--- config.mk ---
export PLATFORM = sky130hd
export DESIGN_NAME = stream_mux
export DESIGN_NICKNAME = d
export VERILOG_FILES = /design/src/rtl/stream_mux.sv
export SDC_FILE = /design/constraint.sdc
export NUM_CORES = 1
export LEC_CHECK = 0
export CAP_MARGIN = 20
export CORE_MARGIN = 1.5
export CORE_UTILIZATION = 30
export CTS_BUF_LIST = sky130_fd_sc_hd__clkbuf_16
export DETAILED_ROUTE_END_ITERATION = 16
export GPL_TIMING_DRIVEN = 0
export PLACE_DENSITY = 0.71
export SLEW_MARGIN = 20
export SYNTH_ARGS = -nofsm -noshare
export SYNTH_HDL_FRONTEND = slang
export SYNTH_SLANG_ARGS = --single-unit
export TNS_END_PERCENT = 100
--- constraint.sdc ---
create_clock -name clk -period 1.5 [get_ports clk]
set_input_delay 0.375 -clock clk [delete_from_list [all_inputs] [get_ports clk]]
set_output_delay 0.375 -clock clk [all_outputs]
set_load 0.02 [all_outputs]
--- src/rtl/stream_mux.sv ---
// ---------------------------------------------------------------------------
// stream_mux : N-input registered stream multiplexer, select or round-robin.
// Rev 1.0
// ---------------------------------------------------------------------------
`default_nettype none

module stream_mux #(
  parameter int DATA_SIZE = 32,
  parameter int NUM_IN    = 4,
  parameter int SEL_W     = $clog2(NUM_IN),
  parameter int MODE      = 0
) (
  input  logic                        clk,
  input  logic                        rst_n,
  input  logic [NUM_IN*DATA_SIZE-1:0] in_data,
  input  logic [NUM_IN-1:0]           in_valid,
  output logic [NUM_IN-1:0]           in_ready,
  input  logic [SEL_W-1:0]            sel,
  output logic [DATA_SIZE-1:0]        out_data,
  output logic [SEL_W-1:0]            out_src,
  output logic                        out_valid,
  input  logic                        out_ready
);

  localparam logic [0:0]       S_EMPTY = 1'b0;
  localparam logic [0:0]       S_FULL  = 1'b1;
  localparam logic [SEL_W-1:0] C_LAST  = SEL_W'(NUM_IN - 1);
  localparam logic [SEL_W:0]   C_NUM   = (SEL_W + 1)'(NUM_IN);

  logic [0:0]           r_state;
  logic [0:0]           w_state_nxt;
  logic [DATA_SIZE-1:0] r_data;
  logic [SEL_W-1:0]     r_src;
  logic [SEL_W-1:0]     w_grant;
  logic                 w_grant_vld;
  logic                 w_can_load;
  logic                 w_xfer;
  logic [DATA_SIZE-1:0] w_gdata;

  generate
    if (MODE == 0) begin : g_sel
      always_comb begin
        w_grant     = sel;
        w_grant_vld = 1'b0;
        for (int i = 0; i < NUM_IN; i++) begin
          if (sel == SEL_W'(i) && in_valid[i]) w_grant_vld = 1'b1;
        end
      end
    end else begin : g_rr
      logic [SEL_W-1:0]    r_ptr;
      logic [2*NUM_IN-1:0] w_rot;
      logic [SEL_W-1:0]    w_off;
      logic [SEL_W:0]      w_sum;
      logic                w_unused_sel;

      assign w_unused_sel = ^sel;
      // Rotate the valid vector so bit 0 is the channel at ptr; lowest set bit wins.
      assign w_rot = {in_valid, in_valid} >> r_ptr;

      always_comb begin
        w_off = '0;
        for (int k = NUM_IN - 1; k >= 0; k--) begin
          if (w_rot[k]) w_off = SEL_W'(k);
        end
        w_sum = {1'b0, r_ptr} + {1'b0, w_off};
        if (w_sum >= C_NUM) w_sum = w_sum - C_NUM;
        w_grant     = w_sum[SEL_W-1:0];
        w_grant_vld = |in_valid;
      end

      always_ff @(posedge clk or negedge rst_n) begin
        if (!rst_n) begin
          r_ptr <= '0;
        end else if (w_xfer) begin
          r_ptr <= (w_grant == C_LAST) ? '0 : w_grant + 1'b1;
        end
      end
    end
  endgenerate

  // Reset gates readiness so no producer sees a handshake while rst_n is low.
  assign w_can_load = rst_n && ((r_state == S_EMPTY) || out_ready);
  assign w_xfer     = w_grant_vld && w_can_load;

  always_comb begin
    w_gdata  = '0;
    in_ready = '0;
    for (int i = 0; i < NUM_IN; i++) begin
      if (w_grant == SEL_W'(i)) begin
        w_gdata     = in_data[i*DATA_SIZE +: DATA_SIZE];
        in_ready[i] = w_xfer;
      end
    end
  end

  always_ff @(posedge clk or negedge rst_n) begin
    if (!rst_n) r_state <= S_EMPTY;
    else        r_state <= w_state_nxt;
  end

  always_comb begin
    w_state_nxt = r_state;
    if (w_xfer)                               w_state_nxt = S_FULL;
    else if (r_state == S_FULL && out_ready) w_state_nxt = S_EMPTY;
  end

  always_comb begin
    out_valid = (r_state == S_FULL);
  end

  always_ff @(posedge clk or negedge rst_n) begin
    if (!rst_n) begin
      r_data <= '0;
      r_src  <= '0;
    end else if (w_xfer) begin
      r_data <= w_gdata;
      r_src  <= w_grant;
    end
  end

  assign out_data = r_data;
  assign out_src  = r_src;

endmodule

`default_nettype wire

## Word-level counts from Yosys, hierarchy flattened

Index checks and enable logic that the tools add are counted.

- Memories kept: 0
- ROM bits: 0
- Bits in writable memories: 0
- Bits of input ports: 137
- Bits in latches: 0
- Output and inout port bits: 39
- Logic and storage cells: 31
- Register bits: 35

- Multipliers: 0
- Eq/ne operators: 3
- Reductions and logical operators: 10
- Muxes and demuxes: 14
- Bitwise gates (word level): 1
- Divide/modulo/power cells: 0
- Shift-type cells: 0
- Add/subtract/negate cells: 0
- Magnitude comparators: 0

Operator list:

| cell | number |
|---|---|
| 2-to-1 mux 32 bit | 4 |
| 2-to-1 mux 1 bit | 10 |
| logical AND 1 bit | 7 |
| equality test 2 bit, second input constant | 2 |
| equality test 2 x 1 -> 1 bit, second input constant | 1 |
| zero test 2 bit | 1 |
| nonzero test 2 bit | 1 |
| logical OR 1 bit | 1 |
| inverter 1 bit | 1 |

## Depth between registers and ports, before layout

Gate-level depths: netlist of run 1.

- Depth in word-level cells: 8
- Gate-level depth with buffers: 5
- Depth with buffers taken out: 3

## Worst setup path after synthesis of run 1

OpenSTA, ideal clock, no wires.

- Path type: flip-flop to output port
- Start: reg r_state (netlist: out_valid)
- End: out in_ready[0]
- Cell stages (with the launch flop): 4
- Required time: 1.125 ns
- Arrival: 1.531 ns
- Path slack: -0.406 ns
- Buffers on the path: 0
- Cells stage by stage: dfrtp_1 nand2b_1 nand2_1 nor4b_1

- Longest elaborated chain between the ends: 5

Ends and longest elaborated chain:

| element | RTL line | RTL |
|---|---|---|
| start, declared | 30 | `logic [0:0] r_state;` |
| start signal, assigned | 98 | `else r_state <= w_state_nxt;` |
| inverter 1 bit | 82 | `assign w_can_load = rst_n && ((r_state == S_EMPTY) \|\| out_ready);` |
| logical OR 1 bit | 82 |  |
| logical AND 1 bit | 82 |  |
| logical AND 1 bit | 83 | `assign w_xfer = w_grant_vld && w_can_load;` |
| 2-to-1 mux 1 bit | 89 | `if (w_grant == SEL_W'(i)) begin` |
| end, declared | 17 | `output logic [NUM_IN-1:0] in_ready,` |

Every way passes these cells.

## Final worst setup path of run 1

Ends and elaborated chain as after synthesis.

==> run_results.csv, run 1 <==
group,metric,value,unit
pwr,clock_power_share,22.4,%
run,cap_violations,0,
clock_tree,cts.root.buffer_cell,"sky130_fd_sc_hd__clkbuf_16",
timing,fin_crit_sh,106,%
critical_path,worstSetupEndpointType,"output pin",
finish,fill_cells,635,
die,core_region_area,7290,sq um
clock_tree,htreeDepth,2,
critical_path,critPathMaxFanout,3,
timing,max_slew_margin,65.8,%
synthesis,synth_area_per_cell,17.7,sq um
critical_path,cp-endpoint,"in_ready[0]",
placement,place.port_buffers,174,
route,first_iter_violations,23,
timing,layout_setup_ws,-0.0955,ns
critical_path,critical_path.reg2reg.endpoint,"out_data[0]",
route,drt_wl_total,6.83,mm
critical_path,rr_startpoint,"out_valid",
placement,post-dp-hpwl,5.45,mm
synthesis,synth-warning-count,0,
synthesis,yosysSeqAreaShare,38.4,%
run_status,outcome,"finished, violations left",
route,drc,0,
die,initial_utilization,31.2,%
pwr,seq_power_share,32.0,%
critical_path,crit_required,1.12,ns
global_routing,antenna_found_initial,0,
run_status,violations,"setup timing",
die,die_x,90.2,um
route,antenna_violating_nets_post_route,0,
finish,antenna_cells_inserted,0,
clock_tree,clock_tree_buffer_depth,2,
finish,areaGrowthSynthToFinish,99.3,%
global_routing,globalRouteOverflowTotal,0,
die,io_pins,176,
clock_tree,path_clk_slew,0.05,ns
clock_tree,clkLatencyLatePin,0.27,ns
synthesis,postSynthNetCount,266,
clock_tree,cts_buffers,5,
finish,nets,458,
placement,post-place-ws,-1.02,ns
pwr,p_per_area,924,nW/um^2
route,dr.pass1.iters,4,
synthesis,synth.distinct_cells,18,
clock_tree,cts_num_sinks,35,
route,vias,2021,
synthesis,syn_area,2280,sq um
critical_path,setup.worst_path.start_class,"flip-flop",
route,via_per_inst,4.80,
critical_path,arrival,1.22,ns
global_routing,grt_pass1_wl,11.5,mm
pwr,p_int,2.96,mW
route,post_drt_wl_per_cell,16.2,um
finish,final_core_util,62.3,%
global_routing,grt_max_degree,22,
placement,rd_place_congestion,0.772,
die,num_rows,31,
die,die_height,90.2,um
timing,grt_setup_unrepaired,"true",
timing,finalMaxSlewViolations,0,
pwr,switching_power,1.23,mW
die,dieArea,8130,sq um
timing,timing_worst_slew_pin_value,0.511,ns
synthesis,synth_cells,129,
timing,hold_viol_final,0,
pwr,worst_ir_drop_vdd,0.000433,V
timing,min_period,1.60,ns
pwr,share_comb_of_total_power,45.5,%
pwr,switching_share,29.4,%
hold_path,holdCritPathClass,"in -> async",
critical_path,critical_path_class,"reg -> out",
pwr,static-leakage-power,1.96,nW
timing,final_setup_violation_count,30,
critical_path,r2r.worst_path.cells,6,
finish,fraction_of_final_layout_cells_with_drive_strength_greater_than_1,33.5,%
global_routing,grt_pass1_vias,2388,
critical_path,timing.reg2reg.setup_slack,0.05,ns
global_routing,grt.total_usage,18.0,%
synthesis,synth.ff_latch_count,35,
critical_path,setup.worst_path.start,"out_valid",
timing,finalClockSkew,0.00659,ns
timing,fmax,627,MHz
clock_tree,cts_tree,"built",
## cells in the mapped netlist
library cell,count,area (sq um)
sky130_fd_sc_hd__nor2_1,1,3.75
sky130_fd_sc_hd__nand3_1,2,10.0
sky130_fd_sc_hd__nand2_1,5,18.8
sky130_fd_sc_hd__mux2_2,7,78.8
sky130_fd_sc_hd__nand3_4,1,17.5
sky130_fd_sc_hd__mux2_1,5,56.3
sky130_fd_sc_hd__mux2_4,23,345
sky130_fd_sc_hd__nor4b_1,1,8.76
sky130_fd_sc_hd__buf_2,4,20.0
sky130_fd_sc_hd__buf_6,5,56.3
sky130_fd_sc_hd__nand2b_1,1,6.26
sky130_fd_sc_hd__nor3b_1,1,7.51
sky130_fd_sc_hd__dfrtp_1,35,876
sky130_fd_sc_hd__a31o_1,1,8.76
sky130_fd_sc_hd__mux4_2,33,743
sky130_fd_sc_hd__a22o_1,1,8.76
sky130_fd_sc_hd__nor3_1,1,5.00
sky130_fd_sc_hd__clkbuf_1,2,7.51
## cells by family (layout without fill, tap and decap cells)
logic type             after synthesis  in the layout  synth area share (%)
multiplexers                        68             68                  53.7
flip-flops                          35             35                  38.4
AND/OR/NAND/NOR                     13             13                  3.40
buffers and inverters               11            204                  3.68
AO/OA/AOI/OAI                        2              2                 0.769
## routing by layer
metal | up-vias | track usage (%) | share of wire, %
met3 | 4 | 6.18 | 8.4
li1 | 911 | - | -
met4 | 0 | 4.50 | 1.0
met1 | 1006 | 19.6 | 35
met5 | - | 0 | 0
met2 | 100 | 33.2 | 55
## final cells by class
cell class | instances | area [sq um] | share of cell area [%]
repair buffers | 186 | 1890 | 41.5
multi-input cells | 83 | 1390 | 30.6
flip-flops and latches | 35 | 876 | 19.3
plain buffers | 10 | 128 | 2.81
clock buffers | 5 | 125 | 2.75
well taps | 99 | 124 | 2.73
clock inverters | 3 | 11.3 | 0.248
## power groups by stage
stage / clock network (mW) / logic, mW / registers (mW)
after floorplan: 0 / 0.657 / 1.68
after global placement: 0 / 1.99 / 1.35
after detailed placement: 0 / 2.01 / 1.36
after CTS: 0.969 / 1.96 / 1.35
after global routing: 1.02 / 2.03 / 1.38
final: 0.941 / 1.91 / 1.34
## through the flow
stage          hold slack, ns  area [sq um]  total power [mW]  std cells  TNS, ns
2_1_floorplan          0.0794          2350              2.34        129    -3.42
3_3_place_gp            0.475          4210              3.34        402  -101.94
3_5_place_dp            0.372          4230              3.37        403   -31.65
4_1_cts                 0.131          4590              4.28        424    -1.21
5_1_grt                 0.138          4540              4.43        421    -1.58
6_report                0.129          4540              4.20        421   -0.668
## flip-flops by register name, summed over array words and instances, names as in the netlist
signal	flops
out_data	32
out_src	2
out_valid	1
## how the worst min path moves through the flow
stage / cells past startpoint / start / to / slack, ns
finish: 2 / rst_n / out_data[8] / 0.13
global placement: 1 / out_data[8] / out_data[8] / 0.48
detailed placement: 1 / rst_n / out_data[7] / 0.37
CTS: 2 / rst_n / out_data[14] / 0.13
floorplan: 0 / rst_n / out_data[0] / 0.08
global route: 2 / rst_n / out_data[8] / 0.14
## cells in the final DEF (no fill, tap or decap), types with 2 or more instances in the layout
| master | Yosys | final |
|---|---|---|
| sky130_fd_sc_hd__clkdlybuf4s50_1 | 0 | 128 |
| sky130_fd_sc_hd__dlygate4sd2_1 | 0 | 36 |
| sky130_fd_sc_hd__dfrtp_1 | 35 | 35 |
| sky130_fd_sc_hd__mux4_2 | 33 | 33 |
| sky130_fd_sc_hd__mux2_4 | 23 | 33 |
| sky130_fd_sc_hd__buf_4 | 0 | 8 |
| sky130_fd_sc_hd__buf_6 | 5 | 8 |
| sky130_fd_sc_hd__buf_12 | 0 | 6 |
| sky130_fd_sc_hd__clkbuf_16 | 0 | 5 |
| sky130_fd_sc_hd__nand2_1 | 5 | 4 |
| sky130_fd_sc_hd__buf_16 | 0 | 3 |
| sky130_fd_sc_hd__clkbuf_2 | 0 | 2 |
| sky130_fd_sc_hd__mux2_1 | 5 | 2 |
| sky130_fd_sc_hd__clkinv_1 | 0 | 2 |
| sky130_fd_sc_hd__dlygate4sd3_1 | 0 | 2 |
| sky130_fd_sc_hd__buf_8 | 0 | 2 |
## worst max-delay path: stages (launching register included)
cell and delay (ns):
sky130_fd_sc_hd__dfrtp_1 0.40, sky130_fd_sc_hd__nand2b_4 0.09, sky130_fd_sc_hd__nand2_2 0.06, sky130_fd_sc_hd__nor4b_2 0.21
sky130_fd_sc_hd__buf_4 0.18
## repair_timing
action / in CTS / in global routing
hold endpoints to repair: 4 / 0
endpoints found under the setup margin: 74 / 37
cloned: 3 / 0
pin swaps: 3 / 2
buffers inserted: 9 / 0
gates resized for setup: 109 / 4
hold buffers: 2 / 0
Power figures use the tool's default switching activity.
==> run 2, diff against run 1 <==
Settings changed: TNS_END_PERCENT 100 to 50.
==> run 2 against run 1 <==
  * The flow still finishes with violations (setup timing)
  * Non-clock buffer count is 5 higher
  * Global-route usage is 0.44 points higher
  * Largest cell class unchanged
  * Register-to-register slack worse by 0.18 ns
  * Critical path depth stayed put
  * Worst setup slack worse by 0.075 ns
  * Critical endpoint unchanged
  * Highest routed layer unchanged
  * Final area is 1.2% higher
  * Cell count is 0.71% higher
==> run_results.csv, run 2 (same netlist as run 1, synthesis figures left out) <==
group,metric,value,unit
route,first_iter_violations,33,
finish,nets,463,
timing,fmax,599,MHz
die,die_height,90.2,um
die,num_rows,31,
critical_path,setup.worst_path.start_class,"flip-flop",
timing,min_period,1.67,ns
global_routing,grt_max_degree,33,
timing,finalClockSkew,0.00425,ns
pwr,static-leakage-power,1.99,nW
critical_path,r2r.worst_path.cells,8,
clock_tree,clkLatencyLatePin,0.27,ns
die,initial_utilization,31.2,%
route,vias,2021,
clock_tree,clock_tree_buffer_depth,2,
die,die_x,90.2,um
die,core_region_area,7290,sq um
placement,place.port_buffers,174,
clock_tree,cts.root.buffer_cell,"sky130_fd_sc_hd__clkbuf_16",
timing,final_setup_violation_count,34,
pwr,p_per_area,911,nW/um^2
run_status,violations,"setup timing",
finish,largest_register_ffs,32,
critical_path,arrival,1.30,ns
pwr,worst_ir_drop_vdd,0.000410,V
critical_path,timing.critical_path.slowest_cell_delay,0.40,ns
critical_path,critical_path_class,"reg -> out",
timing,fin_crit_sh,111,%
critical_path,critical_path.reg2reg.endpoint,"out_data[21]",
global_routing,groute.layer.met3.usage,5.58,%
critical_path,crit_path_cell_trace,"nand2b_4 -> nand2_4 -> nor4b_4 -> buf_4",
global_routing,global_route.usage.met2,34.7,%
finish,post_layout_nonfiller_instances,424,
timing,timing_worst_slew_pin_value,0.379,ns
run_status,outcome,"finished, violations left",
clock_tree,cts_num_sinks,35,
critical_path,setup.worst_path.start,"out_valid",
placement,post-dp-hpwl,5.70,mm
global_routing,gr-usage-met1,20.3,%
finish,antenna_cells_inserted,0,
route,drc,0,
critical_path,critPathMaxFanout,4,
finish,layout_commonest_cell,"sky130_fd_sc_hd__clkdlybuf4s50_1",
timing,finalMaxSlewViolations,0,
timing,max_slew_margin,74.6,%
finish,fraction_of_final_layout_cells_with_drive_strength_greater_than_1,34.5,%
route,dr.pass1.iters,4,
critical_path,slowest_stage,"sky130_fd_sc_hd__dfrtp_1",
timing,hold_viol_final,0,
global_routing,layer_with_the_highest_usage,"met2",
die,io_pins,176,
finish,areaGrowthSynthToFinish,102,%
placement,rd_place_congestion,0.725,
run,cap_violations,0,
route,via_per_inst,4.77,
placement,total_placed_cells_including_tap_cells,403,
critical_path,cp-endpoint,"in_ready[0]",
timing,layout_setup_ws,-0.171,ns
clock_tree,htreeDepth,2,
route,antenna_violating_nets_post_route,0,
critical_path,worstSetupEndpointType,"output pin",
clock_tree,path_clk_slew,0.05,ns
route,drt_wl_total,7.15,mm
clock_tree,cts_tree,"built",
finish,final_cell_mix,"sky130_fd_sc_hd__clkdlybuf4s50_1 (128), sky130_fd_sc_hd__dlygate4sd2_1 (36), sky130_fd_sc_hd__dfrtp_1 (35), sky130_fd_sc_hd__mux4_2 (33), sky130_fd_sc_hd__mux2_4 (30)",
critical_path,crit_required,1.12,ns
route,post_drt_wl_per_cell,16.9,um
die,dieArea,8130,sq um
hold_path,holdCritPathClass,"in -> async",
global_routing,globalRouteOverflowTotal,0,
global_routing,antenna_found_initial,0,
timing,grt_setup_unrepaired,"true",
global_routing,grt_pass1_wl,11.7,mm
global_routing,grt.total_usage,18.5,%
global_routing,grt_pass1_vias,2355,
critical_path,timing.reg2reg.setup_slack,-0.13,ns
timing,hold_ws,0.150,ns
critical_path,rr_startpoint,"out_valid",
clock_tree,cts_buffers,5,
## run 2: cell types whose count changed in the layout (fill, tap and decap cells not counted), sizes merged
cell         before  now
dlygate4sd3       2    1
buf              28   34
clkinv            2    0
## run 2: worst min-delay path by stage
stage                start           to  slack (ns)  depth (start not counted)
3_3_place_gp   out_data[8]  out_data[8]        0.48                          1
3_5_place_dp         rst_n  out_data[6]        0.26                          1
5_1_grt              rst_n  out_data[9]        0.17                          2
2_1_floorplan        rst_n  out_data[0]        0.08                          0
4_1_cts              rst_n  out_data[9]        0.13                          2
6_report             rst_n  out_data[9]        0.15                          2
## run 2: cell type report
cell class,count,area [sq um]
Tap cell,99,124
Multi-Input combinational cell,83,1400
Sequential cell,35,876
Fill cell,600,2700
Clock inverter,1,3.75
Clock buffer,5,125
Buffer,11,130
Timing Repair Buffer,190,1940
## run 2: worst max-delay path, delay by kind of cell, from the launching register on
| family | cells | cell delay [ns] |
|---|---|---|
| buffers and inverters | 1 | 0.19 |
| and+or+nand+nor | 3 | 0.43 |
| DFF | 1 | 0.40 |
## run 2: timing repair
action,in CTS,in global routing
setup endpoints to repair,74,36
setup buffers,11,1
gates cloned,3,0
pin swaps,4,2
hold buffers,1,0
gates resized for setup,103,4
hold endpoints to repair,7,0
## run 2: where the power goes
| group | internal [mW] | switching (mW) |
|---|---|---|
| clock | 0.588 | 0.330 |
| combinational | 1.16 | 0.755 |
| sequential | 1.21 | 0.143 |
| total | 2.96 | 1.23 |
## run 2: per-layer routing
metal  part of all wire (%)  up-vias
li1                       -      918
met1                     36     1000
met2                     56       96
met3                    7.8        7
met4                   0.89        0
met5                      0        -
## run 2: stage by stage
step | setup WS, ns | util, % | power (mW) | instance area, sq um | TNS, ns
2_1_floorplan | -0.147 | - | 2.34 | 2340 | -3.43
3_3_place_gp | -2.33 | 57.7 | 3.33 | 4210 | -103.89
3_5_place_dp | -1.09 | 57.9 | 3.37 | 4220 | -31.40
4_1_cts | -0.202 | 62.7 | 4.25 | 4570 | -1.54
5_1_grt | -0.216 | 63.0 | 4.42 | 4600 | -3.65
6_report | -0.171 | 63.0 | 4.19 | 4600 | -1.97
==> run 3, diff against run 2 <==
Settings changed: HOLD_SLACK_MARGIN set to 0.03.
==> results of run 3 <==
No change in the layout: final DEF, timing and power equal those of run 2.
